### config.mk
export PLATFORM = sky130hd
export DESIGN_NAME = muldiv_ctrl
export DESIGN_NICKNAME = d
export VERILOG_FILES = /design/src/rtl/muldiv_ctrl.sv
export SDC_FILE = /design/constraint.sdc
export NUM_CORES = 1
export LEC_CHECK = 0
export BUFFER_PORTS_ARGS = -buffer_cell sky130_fd_sc_hd__buf_2
export CORE_ASPECT_RATIO = 0.5
export CORE_UTILIZATION = 50
export DETAILED_ROUTE_END_ITERATION = 8
export GPL_ROUTABILITY_DRIVEN = 0
export PLACE_DENSITY_LB_ADDON = 0.25
export SETUP_SLACK_MARGIN = 0.1
export SLEW_MARGIN = 30
export SYNTH_ARGS = -nofsm -noshare
export SYNTH_HDL_FRONTEND = slang
export SYNTH_SLANG_ARGS = --single-unit
### constraint.sdc
create_clock -name clk -period 7.7 [get_ports clk]
set_input_delay 1.155 -clock clk [delete_from_list [all_inputs] [get_ports clk]]
set_output_delay 1.155 -clock clk [all_outputs]
set_load 0.02 [all_outputs]
### src/rtl/muldiv_ctrl.sv
// muldiv_ctrl: iterative signed multiply / restoring divide sequencer.
// Operands are converted to magnitudes on start, one shift-add or
// trial-subtract step runs per clock over a shared {acc, lo} shift
// register, and sign correction is applied in FIX when HI/LO are written.
//
// Ports:
//   clk       system clock, rising edge
//   reset     asynchronous active-low reset
//   start     operation request, sampled only in IDLE
//   op        0 = MULT, 1 = DIV (sampled with start)
//   A, B      signed operands (sampled with start)
//   busy      operation in progress
//   done      one-cycle completion pulse
//   div_zero  last accepted DIV had B == 0
//   HI, LO    MULT: product high/low; DIV: remainder/quotient
//
// state  | meaning
// IDLE   | waiting for start
// MULT   | shift-add iteration, WIDTH edges
// DIV    | restoring-divide iteration, WIDTH edges
// FIX    | sign correction, write HI/LO, pulse done
module muldiv_ctrl #(
   parameter int WIDTH = 32
) (
   input  logic             clk,
   input  logic             reset,
   input  logic             start,
   input  logic             op,
   input  logic [WIDTH-1:0] A,
   input  logic [WIDTH-1:0] B,
   output logic             busy,
   output logic             done,
   output logic             div_zero,
   output logic [WIDTH-1:0] HI,
   output logic [WIDTH-1:0] LO
);

   localparam int CW = $clog2(WIDTH);
   localparam logic [1:0] S_IDLE = 2'd0;
   localparam logic [1:0] S_MULT = 2'd1;
   localparam logic [1:0] S_DIV  = 2'd2;
   localparam logic [1:0] S_FIX  = 2'd3;

   logic [1:0]       state_q, state_d;
   logic [CW-1:0]    cnt_q, cnt_d;
   logic             op_q, op_d;
   logic             neg_q, neg_d;
   logic             sa_q, sa_d;
   logic             zero_q, zero_d;
   logic [WIDTH-1:0] opnd_q, opnd_d;
   logic [WIDTH:0]   acc_q, acc_d;
   logic [WIDTH-1:0] lo_q, lo_d;
   logic [WIDTH-1:0] hi_out_q, hi_out_d;
   logic [WIDTH-1:0] lo_out_q, lo_out_d;
   logic             done_q, done_d;
   logic             div_zero_q, div_zero_d;

   // Magnitudes; the most-negative value maps to unsigned 2^(WIDTH-1).
   logic [WIDTH-1:0] abs_a, abs_b;
   assign abs_a = A[WIDTH-1] ? (~A + WIDTH'(1)) : A;
   assign abs_b = B[WIDTH-1] ? (~B + WIDTH'(1)) : B;

   // Multiply step: conditional add into the upper half, then shift right.
   logic [WIDTH:0] mul_sum;
   assign mul_sum = {1'b0, acc_q[WIDTH-1:0]} + (lo_q[0] ? {1'b0, opnd_q} : '0);

   // Divide step: shift dividend MSB into the remainder, trial subtract.
   logic [WIDTH:0]   rem_sh;
   logic [WIDTH+1:0] trial;
   assign rem_sh = {acc_q[WIDTH-1:0], lo_q[WIDTH-1]};
   assign trial  = {1'b0, rem_sh} - {2'b00, opnd_q};

   logic [2*WIDTH-1:0] prod, prod_neg;
   assign prod     = {acc_q[WIDTH-1:0], lo_q};
   assign prod_neg = ~prod + (2*WIDTH)'(1);

   always_comb begin
      state_d    = state_q;
      cnt_d      = cnt_q;
      op_d       = op_q;
      neg_d      = neg_q;
      sa_d       = sa_q;
      zero_d     = zero_q;
      opnd_d     = opnd_q;
      acc_d      = acc_q;
      lo_d       = lo_q;
      hi_out_d   = hi_out_q;
      lo_out_d   = lo_out_q;
      done_d     = 1'b0;
      div_zero_d = div_zero_q;
      case (state_q)
         S_IDLE: begin
            if (start) begin
               op_d       = op;
               neg_d      = A[WIDTH-1] ^ B[WIDTH-1];
               sa_d       = A[WIDTH-1];
               zero_d     = op && (B == '0);
               opnd_d     = op ? abs_b : abs_a;
               lo_d       = op ? abs_a : abs_b;
               acc_d      = '0;
               cnt_d      = '0;
               div_zero_d = 1'b0;
               if (op && (B == '0)) state_d = S_FIX;
               else if (op)         state_d = S_DIV;
               else                 state_d = S_MULT;
            end
         end
         S_MULT: begin
            acc_d = {1'b0, mul_sum[WIDTH:1]};
            lo_d  = {mul_sum[0], lo_q[WIDTH-1:1]};
            cnt_d = cnt_q + CW'(1);
            if (cnt_q == CW'(WIDTH-1)) state_d = S_FIX;
         end
         S_DIV: begin
            if (trial[WIDTH+1]) begin
               acc_d = rem_sh;
               lo_d  = {lo_q[WIDTH-2:0], 1'b0};
            end else begin
               acc_d = trial[WIDTH:0];
               lo_d  = {lo_q[WIDTH-2:0], 1'b1};
            end
            cnt_d = cnt_q + CW'(1);
            if (cnt_q == CW'(WIDTH-1)) state_d = S_FIX;
         end
         default: begin
            done_d  = 1'b1;
            state_d = S_IDLE;
            if (zero_q) begin
               div_zero_d = 1'b1;
            end else if (op_q) begin
               lo_out_d = neg_q ? (~lo_q + WIDTH'(1)) : lo_q;
               hi_out_d = sa_q ? (~acc_q[WIDTH-1:0] + WIDTH'(1)) : acc_q[WIDTH-1:0];
            end else begin
               hi_out_d = neg_q ? prod_neg[2*WIDTH-1:WIDTH] : prod[2*WIDTH-1:WIDTH];
               lo_out_d = neg_q ? prod_neg[WIDTH-1:0] : prod[WIDTH-1:0];
            end
         end
      endcase
   end

   always_ff @(posedge clk or negedge reset) begin
      if (!reset) begin
         state_q    <= S_IDLE;
         cnt_q      <= '0;
         op_q       <= 1'b0;
         neg_q      <= 1'b0;
         sa_q       <= 1'b0;
         zero_q     <= 1'b0;
         opnd_q     <= '0;
         acc_q      <= '0;
         lo_q       <= '0;
         hi_out_q   <= '0;
         lo_out_q   <= '0;
         done_q     <= 1'b0;
         div_zero_q <= 1'b0;
      end else begin
         state_q    <= state_d;
         cnt_q      <= cnt_d;
         op_q       <= op_d;
         neg_q      <= neg_d;
         sa_q       <= sa_d;
         zero_q     <= zero_d;
         opnd_q     <= opnd_d;
         acc_q      <= acc_d;
         lo_q       <= lo_d;
         hi_out_q   <= hi_out_d;
         lo_out_q   <= lo_out_d;
         done_q     <= done_d;
         div_zero_q <= div_zero_d;
      end
   end

   assign busy     = (state_q != S_IDLE);
   assign done     = done_q;
   assign div_zero = div_zero_q;
   assign HI       = hi_out_q;
   assign LO       = lo_out_q;

endmodule

---- After elaboration in Yosys (flattened, before gate mapping) ----
Index checks and enable logic that the tools add are counted.
cells by class
  add/subtract/negate cells ............... 8
  multiply operators ...................... 0
  divide/modulo/power cells ............... 0
  order comparisons ....................... 0
  eq/ne operators ......................... 5
  shifts and indexed selects .............. 0
  muxes and demuxes ....................... 28
  bitwise operators ....................... 9
  reduce and logical (&&, ||, !) cells .... 15
operators by type and width
  kind                                            count
  2-to-1 mux 32 bit                               14
  one-hot mux 32 bit (3 select lines)             2
  adder 32 x 1 -> 32 bit (second input constant)  4
  inverter 32 bit                                 4
  adder 64 x 1 -> 64 bit (second input constant)  1
  inverter 64 bit                                 1
  subtractor 33 x 32 -> 34 bit                    1
  adder 32 x 32 -> 33 bit                         1
  logical NOT 32 bit                              1
  one-hot mux 5 bit (2 select lines)              1
  AND reduction 2 bit                             5
  2-to-1 mux 2 bit                                4
  nonzero test 2 bit                              3
  adder 5 x 1 -> 5 bit (second input constant)    1
  == test 5 bit (second input constant)           1
  2-to-1 mux 5 bit                                1
  2-to-1 mux 1 bit                                4
  one-hot mux 2 bit (2 select lines)              1
  inverter 1 bit                                  3
  AND reduction 3 bit                             1
  nonzero test 3 bit                              1
  OR reduction 3 bit                              1
  == test 2 x 1 -> 1 bit (second input constant)  1
  == test 2 bit (second input constant)           1
  7 further kinds                                 7
storage, ports and cells
  bits in registers ....................... 173
  bits in latches ......................... 0
  bits in writable memories ............... 0
  ROM bits ................................ 0
  bits of input ports ..................... 68
  output and inout port bits .............. 67
  memories kept ........................... 0

---- Logic depth before layout (Yosys ltp) ----
Gate-level depths: netlist (run 1).
  word-level depth ........................ 6
  gate-level depth with buffers ........... 14
  mapped depth without buffers ............ 14

---- Worst setup path after synthesis (run 1) ----
Ideal clock, no wire load.
  path kind ............................... in2reg
  start ................................... in B[5]
  end ..................................... reg state_q[0]
  setup time .............................. 0.083 ns
  arrival time ............................ 3.591 ns
  required time ........................... 7.617 ns
  setup slack ............................. 4.026 ns
  cell stages on the path ................. 10
  path buffers ............................ 0
  path through ............................ or4_1 -> or3_1 -> or4_1 -> nand2b_1 -> or3b_2 -> a21oi_1 -> nor2_1 -> nor2_1 -> nand2_1 -> o21ai_0
between the ends
  longest elaborated chain between the ends .. 5
ends and longest elaborated chain
  item                                line  RTL
  from (decl)                         30    input logic [WIDTH-1:0] B,
  logical NOT 32 bit                  103   if (op && (B == '0)) state_d = S_FIX;
  logical AND 1 bit                   103
  2-to-1 mux 2 bit                    103
  2-to-1 mux 2 bit                    93    if (start) begin
  one-hot mux 2 bit (2 select lines)  91    case (state_q)
  to (signal assigned)                157   state_q <= state_d;
  to (decl)                           44    logic [1:0] state_q, state_d;
Every way passes these cells. The select of a mux whose other input is x is not followed.
A chain may end at the register's enable or synchronous reset.

---- Worst setup path in the final report (run 1) ----
  start ................................... reg lo_q[0]
  end ..................................... reg acc_q[31]
between the ends
  longest elaborated chain between the ends .. 3
ends and longest elaborated chain
  item                                 line  RTL
  from (decl)                          52    logic [WIDTH-1:0] lo_q, lo_d;
  from (signal assigned)               165   lo_q <= lo_d;
  2-to-1 mux 32 bit                    65    assign mul_sum = {1'b0, acc_q[WIDTH-1:0]} + (lo_q[0] ? {1'b0, opnd_q} : '0);
  adder 32 x 32 -> 33 bit              65
  one-hot mux 32 bit (3 select lines)  91
  to (signal assigned)                 150   acc_q <= '0;
  to (signal assigned)                 164   acc_q <= acc_d;
  to (decl)                            51    logic [WIDTH:0] acc_q, acc_d;
Every way passes these cells.

==> summary.txt, run 1 <==
Layout
  • Layout overhead on the synthesized area: 10.14%
  • Finished Cell Area: around 15000 um2
  • Utilization after layout: between 50 and 60%
  • Fillers: approximately 2600
  • Multi-input gate area: a little over 9000 um2
  • Final #Nets: around 2000
  • Fraction of layout cells with a size suffix above 1: a little over a tenth
  • FF+latch area: ~4300 um2

Drt
  • DRC: 0
  • 1st-iter DRT viols: between 1500 and 2000
  • Drt via density: 6.017
  • Final ANT Viol Nets: 0
  • Vias: 13530
  • Wire length per cell: between 15 and 20 um
  • Post-Route WL: between 40000 and 50000 um
  • DRT Pass-1 Iters: 6

GRT
  • Initial antenna violation count: 1
  • Largest net degree at the start of global routing: 70
  • GRT Residual Overflow: 0
  • Vias in the first global route: between 10000 and 15000
  • Global-route wire length before repair: about 70000 um
  • GRT Util Overall: 30.48%

STA
  • Worst Skew: around 0.013 ns
  • Fin Setup TNS: 0 ns
  • Final period util: about 54%
  • Minimum clock period: between 4 and 5 ns
  • Final Hold Viols: 0
  • Max-slew violation count: 0
  • Final setup viols: 0
  • Worst-margin pin slew: about 0.99 ns
  • Fmax: roughly 240 MHz
  • Slew headroom: approximately a third
  • RSZ-0062 raised after global routing: no

Clocking
  • CTS Buffer Depth: 2
  • Skew-Pair Late Insertion Delay: between 0.4 and 0.5 ns
  • CTS Hold Bufs: 0
  • CTS Buf Count: 17
  • Post-CTS setup buffers: 0
  • TritonCTS clock tree: done
  • H-Tree Depth: 4
  • Root buffer cell: clkbuf_16
  • CTS resizes: 0
  • TritonCTS Sinks: between 150 and 200
  • Clock-pin transition on the worst setup and hold timing paths: around 0.07 ns

Setup path
  • Buf/Inv on CP: 1
  • Worst-path fanout max: 32
  • CP Cell Sequence: inv_2 > nor2_1 > ha_1 > a21o_1 > a221oi_1 > nand4b_1 > a31oi_1 > o21ai_0 > a311oi_1 > nor2b_1 > a2111oi_0 > o21ai_0
  • Crit path DAT: around 4.5 ns
  • Worst Setup End Kind: flop
  • Crit-path slowest cell: inv_2
  • CP Class: flop to flop
  • Crit path top cell by count: o21ai_0
  • Slowest cell delay on critical path: roughly 0.52 ns
  • Nature of the critical path startpoint: flop
  • Worst EP required: 8.02 ns
  • CP delay by family, top: compound AO/OA/AOI/OAI gates

Synthesis
  • Cells after Synth: 1798
  • Seq cells post-synth: about 170
  • Compound-Gate Fraction of Synth Area: roughly 27%
  • Netlist cell types: between 70 and 80
  • Share of the synthesized area in the top cell type: 30.82%
  • Synth warn: 0
  • Main combinational cell family by area after synthesis: compound AO/OA/AOI/OAI gates
  • Synth area leader: dfrtp_1
  • Most used DFF post-synth: dfrtp_1
  • Post-Synth XOR/XNOR Area: roughly 11%
  • Count leader, synth: o21ai_0
  • Top cells by area, synth: dfrtp_1 31%, o21ai_0 8.7%, ha_1 6.6%
  • Share of flip-flops with an asynchronous set or reset: 100.0%
  • Simple-Gate Fraction of Synth Area: 18.32%
  • Syn nets: about 1900
  • Post-synth EDFFs: 0
  • Mean Syn Cell Area: 7.813 um2
  • Most frequent cells after synthesis: 243 x o21ai_0, 240 x nand2_1, 173 x dfrtp_1
  • Post-synthesis mux area share: ~1.5%
  • Sequential fraction of the synthesis area: a little under a third
  • Area share of fa/ha/maj cells after synthesis: a little under 7%
  • Post-Syn Area: ~14000 um2

Power and ir drop
  • Leakage: 7.066 nW
  • Post-layout power: between 7 and 8 mW
  • PwrDens: 457.0 nW/um2
  • Worst IR drop on VDD: about 0.00024 V

Place
  • Final HPWL DP: 32470 um
  • DP Area: roughly 15000 um2
  • Port bufs: roughly 130

Hold path
  • Hold/Removal Path Class: flop to flop

Floorplan
  • Site row count: between 40 and 50
  • Die H: between 100 and 150 um
  • Die area: 28810 um2
  • CORE AREA: about 27000 um2
  • Initial Utilization: 52.01%
  • Ports: 135
  • Die Span X: 239.0 um

Job
  • Max-cap violations: 0

Outcome
  • Status: completed
==> metal layers <==
metal	up-vias	wire [um]	share of wire, %	global-route usage [%]
met3	67	3879	9.0	6.393
met1	6302	20450	47	45.47
li1	6581	-	-	-
met2	576	18030	42	43.88
met5	-	0	0	0
met4	0	871	2.0	9.054
==> power breakdown <==
group / leakage [nW] / switching [mW] / internal [mW]
Sequential: 2.18 / 0.478 / 1.32
Combinational: 4.62 / 2.79 / 1.64
Clock: 0.271 / 0.421 / 0.423
==> stage by stage <==
step	setup WS [ns]	hold WS, ns	std cells
floorplan	4.026	0.4453	1798
CTS	3.721	0.4806	2247
detailed placement	3.621	0.4646	2216
global placement	3.430	0.4560	2216
finish	3.567	0.4726	2248
global route	3.395	0.4985	2247
==> worst register-to-register path, cell delays in order (launching register included) <==
cell and delay (ns):
dfrtp_1 0.46, inv_2 0.52, nor2_1 0.14, ha_1 0.38
a21o_1 0.23, a221oi_1 0.38, nand4b_1 0.15, a31oi_1 0.28
o21ai_0 0.30, a311oi_1 0.50, nor2b_1 0.09, a2111oi_0 0.41
o21ai_0 0.16
==> layout make-up <==
class | instances | share of cell area (%)
multi-input combinational | 1455 | 58.76
sequential | 173 | 27.98
timing repair buffer | 147 | 5.022
tap | 374 | 3.025
clock buffer | 17 | 2.750
inverter | 67 | 1.626
clock inverter | 14 | 0.8168
antenna | 1 | 0.01617
==> layout by cell type, fill, tap and decap left out, types with 9 or more instances in the layout <==
cell type / netlist / final
dfrtp_1: 173 / 173
o31ai_1: 27 / 27
ha_1: 74 / 74
nor3_1: 31 / 31
xnor2_1: 98 / 98
a221o_1: 26 / 26
clkbuf_16: 0 / 17
nand2b_1: 18 / 17
nor4_1: 17 / 17
nor2_1: 143 / 143
mux2i_1: 17 / 17
o21bai_1: 9 / 9
or4_1: 10 / 10
nand3_1: 31 / 30
buf_2: 4 / 132
o41ai_1: 12 / 12
o211ai_1: 9 / 9
o21ai_1: 22 / 22
nand2_1: 240 / 239
o21ai_0: 243 / 243
buf_4: 1 / 14
inv_1: 66 / 65
xor2_1: 74 / 74
a21o_1: 32 / 32
and3_1: 11 / 11
or3_1: 19 / 19
a21oi_1: 127 / 127
a22oi_1: 18 / 18
a31oi_1: 9 / 9
a211oi_1: 15 / 15
o21a_1: 12 / 12
a221oi_1: 13 / 13
==> final timing paths <==
| check | from | endpoint | slack [ns] | cells past startpoint |
|---|---|---|---|---|
| max | lo_q[0] | acc_q[31] | 3.57 | 12 |
| min | HI[13] | HI[13] | 0.47 | 2 |
| max reg2reg | lo_q[0] | acc_q[31] | 3.57 | 12 |
| min reg2reg | HI[13] | HI[13] | 0.47 | 2 |
| max in group asynchronous | reset | HI[23] | 5.74 | 2 |
| min in group asynchronous | reset | LO[17] | 0.68 | 1 |
==> registers in the layout, summed over array words and instances, names as in the netlist, 2 cells and up <==
signal   count
cnt_q        5
acc_q       32
state_q      2
opnd_q      32
LO          32
HI          32
lo_q        32
==> logic make-up (layout without fill, tap and decap cells) <==
logic type | after synthesis | in the layout
XOR/XNOR | 172 | 172
AND/OR/NAND/NOR | 567 | 567
other | 0 | 1
flip-flops | 173 | 173
multiplexers | 21 | 21
adder cells (fa/ha/maj) | 76 | 76
AO/OA/AOI/OAI | 619 | 619
buffers and inverters | 170 | 245
Power figures use the tool's default switching activity.
==> inputs of run 2 (changes only) <==
--- a/config.mk
+++ b/config.mk
@@ -5,6 +5,7 @@
 export SDC_FILE = /design/constraint.sdc
 export NUM_CORES = 1
 export LEC_CHECK = 0
+export ABC_AREA = 1
 export BUFFER_PORTS_ARGS = -buffer_cell sky130_fd_sc_hd__buf_2
 export CORE_ASPECT_RATIO = 0.5
 export CORE_UTILIZATION = 50
==> constraint.sdc (replaced) <==
create_clock -name clk -period 4.3 [get_ports clk]
set_input_delay 0.645 -clock clk [delete_from_list [all_inputs] [get_ports clk]]
set_output_delay 0.645 -clock clk [all_outputs]
set_load 0.02 [all_outputs]
==> run 2 against run 1 <==
Against the previous run: non-clock buffer count up 9; cell count up 57%; clock power up 99%; first-iteration DRC count up 80%; critical endpoint is now acc_q[21]; largest power group unchanged.
==> summary.txt, run 2 <==
Synthesis
  • Post-Syn Area: 17590 um2 (+25%)
  • Synth area leader: dfrtp_1
  • Synth warn: 0 (unchanged)
  • Share of flip-flops with an asynchronous set or reset: 100.0% (unchanged)
  • Seq cells post-synth: 173 (unchanged)
  • Sequential fraction of the synthesis area: 24.61% (-6.2 points)
  • Share of the synthesized area in the top cell type: 24.61% (-6.2 points)
  • Syn nets: 3094 (+59%)
  • Mean Syn Cell Area: 5.963 um2 (-24%)
  • Most frequent cells after synthesis: 1011 x nand2_1, 370 x inv_1, 292 x nor2_1
  • Netlist cell types: 46 (-37%)
  • Count leader, synth: nand2_1
  • Cells after Synth: 2950 (+64%)
  • Most used DFF post-synth: dfrtp_1
  • Top cells by area, synth: dfrtp_1 25%, nand2_1 22%, inv_1 7.9%
  • Post-synth EDFFs: 0 (unchanged)

STA
  • Minimum clock period: 3.018 ns (-1.116 ns)
  • Final setup viols: 0 (unchanged)
  • Fin Setup TNS: 0 ns (unchanged)
  • Max-slew violation count: 0 (unchanged)
  • RSZ-0062 raised after global routing: no
  • Final Hold Viols: 0 (unchanged)
  • Worst Skew: 0.01417 ns (+0.001485 ns)
  • Fmax: 331.4 MHz (+37%)
  • Worst-margin pin slew: 0.8849 ns (-0.1005 ns)
  • Final period util: 70.18% (+16 points)
  • Slew headroom: 40.38% (+6.1 points)

Clocking
  • Root buffer cell: clkbuf_16
  • TritonCTS Sinks: 173 (unchanged)
  • H-Tree Depth: 4 (unchanged)
  • Skew-Pair Late Insertion Delay: 0.46 ns (about the same)
  • CTS resizes: 0 (unchanged)
  • TritonCTS clock tree: done
  • CTS Buffer Depth: 2 (unchanged)
  • CTS Hold Bufs: 0 (unchanged)
  • Post-CTS setup buffers: 0 (unchanged)
  • Clock-pin transition on the worst setup and hold timing paths: 0.08 ns (about the same)
  • CTS Buf Count: 17 (unchanged)

Layout
  • Finished Cell Area: 19290 um2 (+25%)
  • Most frequent cells in the layout: 1011 x nand2_1, 370 x inv_1, 290 x nor2_1
  • Fillers: 3506 (+37%)
  • Fraction of layout cells with a size suffix above 1: 8.530% (-2.4 points)
  • Commonest non-fill, non-tap cell in the layout: nand2_1
  • Utilization after layout: 55.86% (-1.4 points)
  • Fin cells: 3523 (+57%)
  • Antenna cells: 0 (-1)
  • Final #Nets: 3179 (+59%)
  • Multi-input gate area: 11410 um2 (+26%)
  • Layout overhead on the synthesized area: 9.652%
  • FF+latch area: 4330 um2 (about the same)

Place
  • Port bufs: 134 (unchanged)
  • DP Area: 18630 um2 (+25%)
  • Post-placement cell count: 3490 (+57%)
  • Final HPWL DP: 53100 um (+64%)

Power and ir drop
  • Clock share of power: 9.5% (-2.4 points)
  • Comb pwr share: 72.3% (+9.6 points)
  • Internal: 7.100 mW (+110%)
  • NetSw: 10.67 mW (+190%)
  • Reg power frac: 18.3% (-7.1 points)
  • Sw Share: 60.04% (+7.8 points)
  • Post-layout power: 17.77 mW (+150%)
  • Worst IR drop on VDD: 0.0005881 V (+150%)
  • Leakage: 10.57 nW (+50%)
  • PwrDens: 921.2 nW/um2 (+100%)

Floorplan
  • Site row count: 48 (+14%)
  • Die area: 35980 um2 (+25%)
  • Die H: 134.6 um (+12%)
  • Ports: 135 (unchanged)
  • CORE AREA: 34530 um2 (+28%)
  • Initial Utilization: 50.94% (-1.1 points)
  • Die Span X: 267.3 um (+12%)

Setup path
  • Crit path DAT: 3.37 ns (-1.08 ns)
  • Nature of the critical path startpoint: flop
  • Worst Setup End Kind: flop
  • Worst-path fanout max: 33 (+3.1%)
  • R2r endpoint: acc_q[21]
  • Worst EP required: 4.65 ns (-3.37 ns)
  • Reg2reg start: lo_q[0]
  • Reg2Reg Setup Slack: 1.28 ns (-2.28 ns)
  • R2R depth: 17 (+5)
  • CP Class: flop to flop
  • CP startpoint: lo_q[0]

Hold path
  • Hold/Removal Path Class: input pin to async pin

GRT
  • Global-route wire length before repair: 99550 um (+46%)
  • Largest net degree at the start of global routing: 83 (+19%)
  • GRT Util Overall: 36.31% (+5.8 points)
  • GRT Residual Overflow: 0 (unchanged)
  • Vias in the first global route: 17410 (+43%)
  • Initial antenna violation count: 2 (+1)

Job
  • Max-cap violations: 0 (unchanged)

Drt
  • Drt via density: 5.757 (-4.3%)
  • Vias: 20280 (+50%)
  • DRC: 0 (unchanged)
  • Post-Route WL: 66310 um (+53%)
  • Final ANT Viol Nets: 0 (unchanged)
  • 1st-iter DRT viols: 3112 (+80%)
  • Wire length per cell: 18.82 um (-2.1%)
  • DRT Pass-1 Iters: 7 (+1)

Outcome
  • Status: completed
==> run 2: kinds of logic (layout without fill, tap and decap cells) <==
family	count (synthesis)	after routing	share of synthesized area (%)
adder cells (fa/ha/maj)	76	76	5.491
flip-flops	173	173	24.61
XOR/XNOR	99	99	4.929
AND/OR/NAND/NOR	1698	1698	40.47
AO/OA/AOI/OAI	425	425	13.92
buffers and inverters	479	577	10.58
==> run 2: critical path: stages (launching register included) <==
cell and delay, ns:
dfrtp_2 0.75, nand2_1 0.10, inv_1 0.08, ha_1 0.19
inv_1 0.07, fa_1 0.39, o21ai_1 0.36, nand2_1 0.09
nand2_1 0.16, nand3_1 0.09, nand2_1 0.19, nand2_1 0.10
nand2_1 0.07, nand2_1 0.05, nand3_1 0.07, nand2_1 0.05
nand2_1 0.05, nand2_1 0.05
==> run 2: stage by stage <==
step                      hold WS [ns]  setup slack (ns)
after floorplan                 0.3494             1.862
final                           0.1988             1.282
after CTS                       0.2752             1.069
after global placement          0.4582             1.194
after detailed placement        0.4606             1.061
after global routing            0.2702             1.048
==> run 2: how the worst max path moves through the flow <==
stage | to | slack, ns | cells past startpoint
final | acc_q[21] | 1.28 | 17
after global routing | acc_q[29] | 1.05 | 17
after CTS | acc_q[21] | 1.07 | 17
after detailed placement | acc_q[21] | 1.06 | 17
after global placement | acc_q[29] | 1.19 | 17
after floorplan | acc_q[29] | 1.86 | 19
==> run 2: layout make-up <==
class,instances,share of cell area (%)
Sequential cell,173,22.45
Clock inverter,14,0.9860
Inverter,389,7.583
Tap cell,475,3.081
Timing Repair Buffer,156,4.469
Clock buffer,18,2.277
Multi-Input combinational cell,2298,59.15
==> run 2: per-layer routing <==
layer  track usage, %  wire length, um  vias to the layer above
met5            3.514              167                        -
met2            49.58            26150                     1234
li1                 -                -                     9669
met3            13.04             9801                      150
met1            52.16            28080                     9225
met4            11.56             2116                        4
==> run 2: power groups by stage <==
stage               sequential, mW  clock [mW]  combinational, mW
floorplan                     3.13           0               8.88
global placement              3.20           0               12.1
detailed placement            3.21           0               12.2
CTS                           3.19        1.68               12.3
finish                        3.25        1.68               12.8
global route                  3.29        1.75               14.0
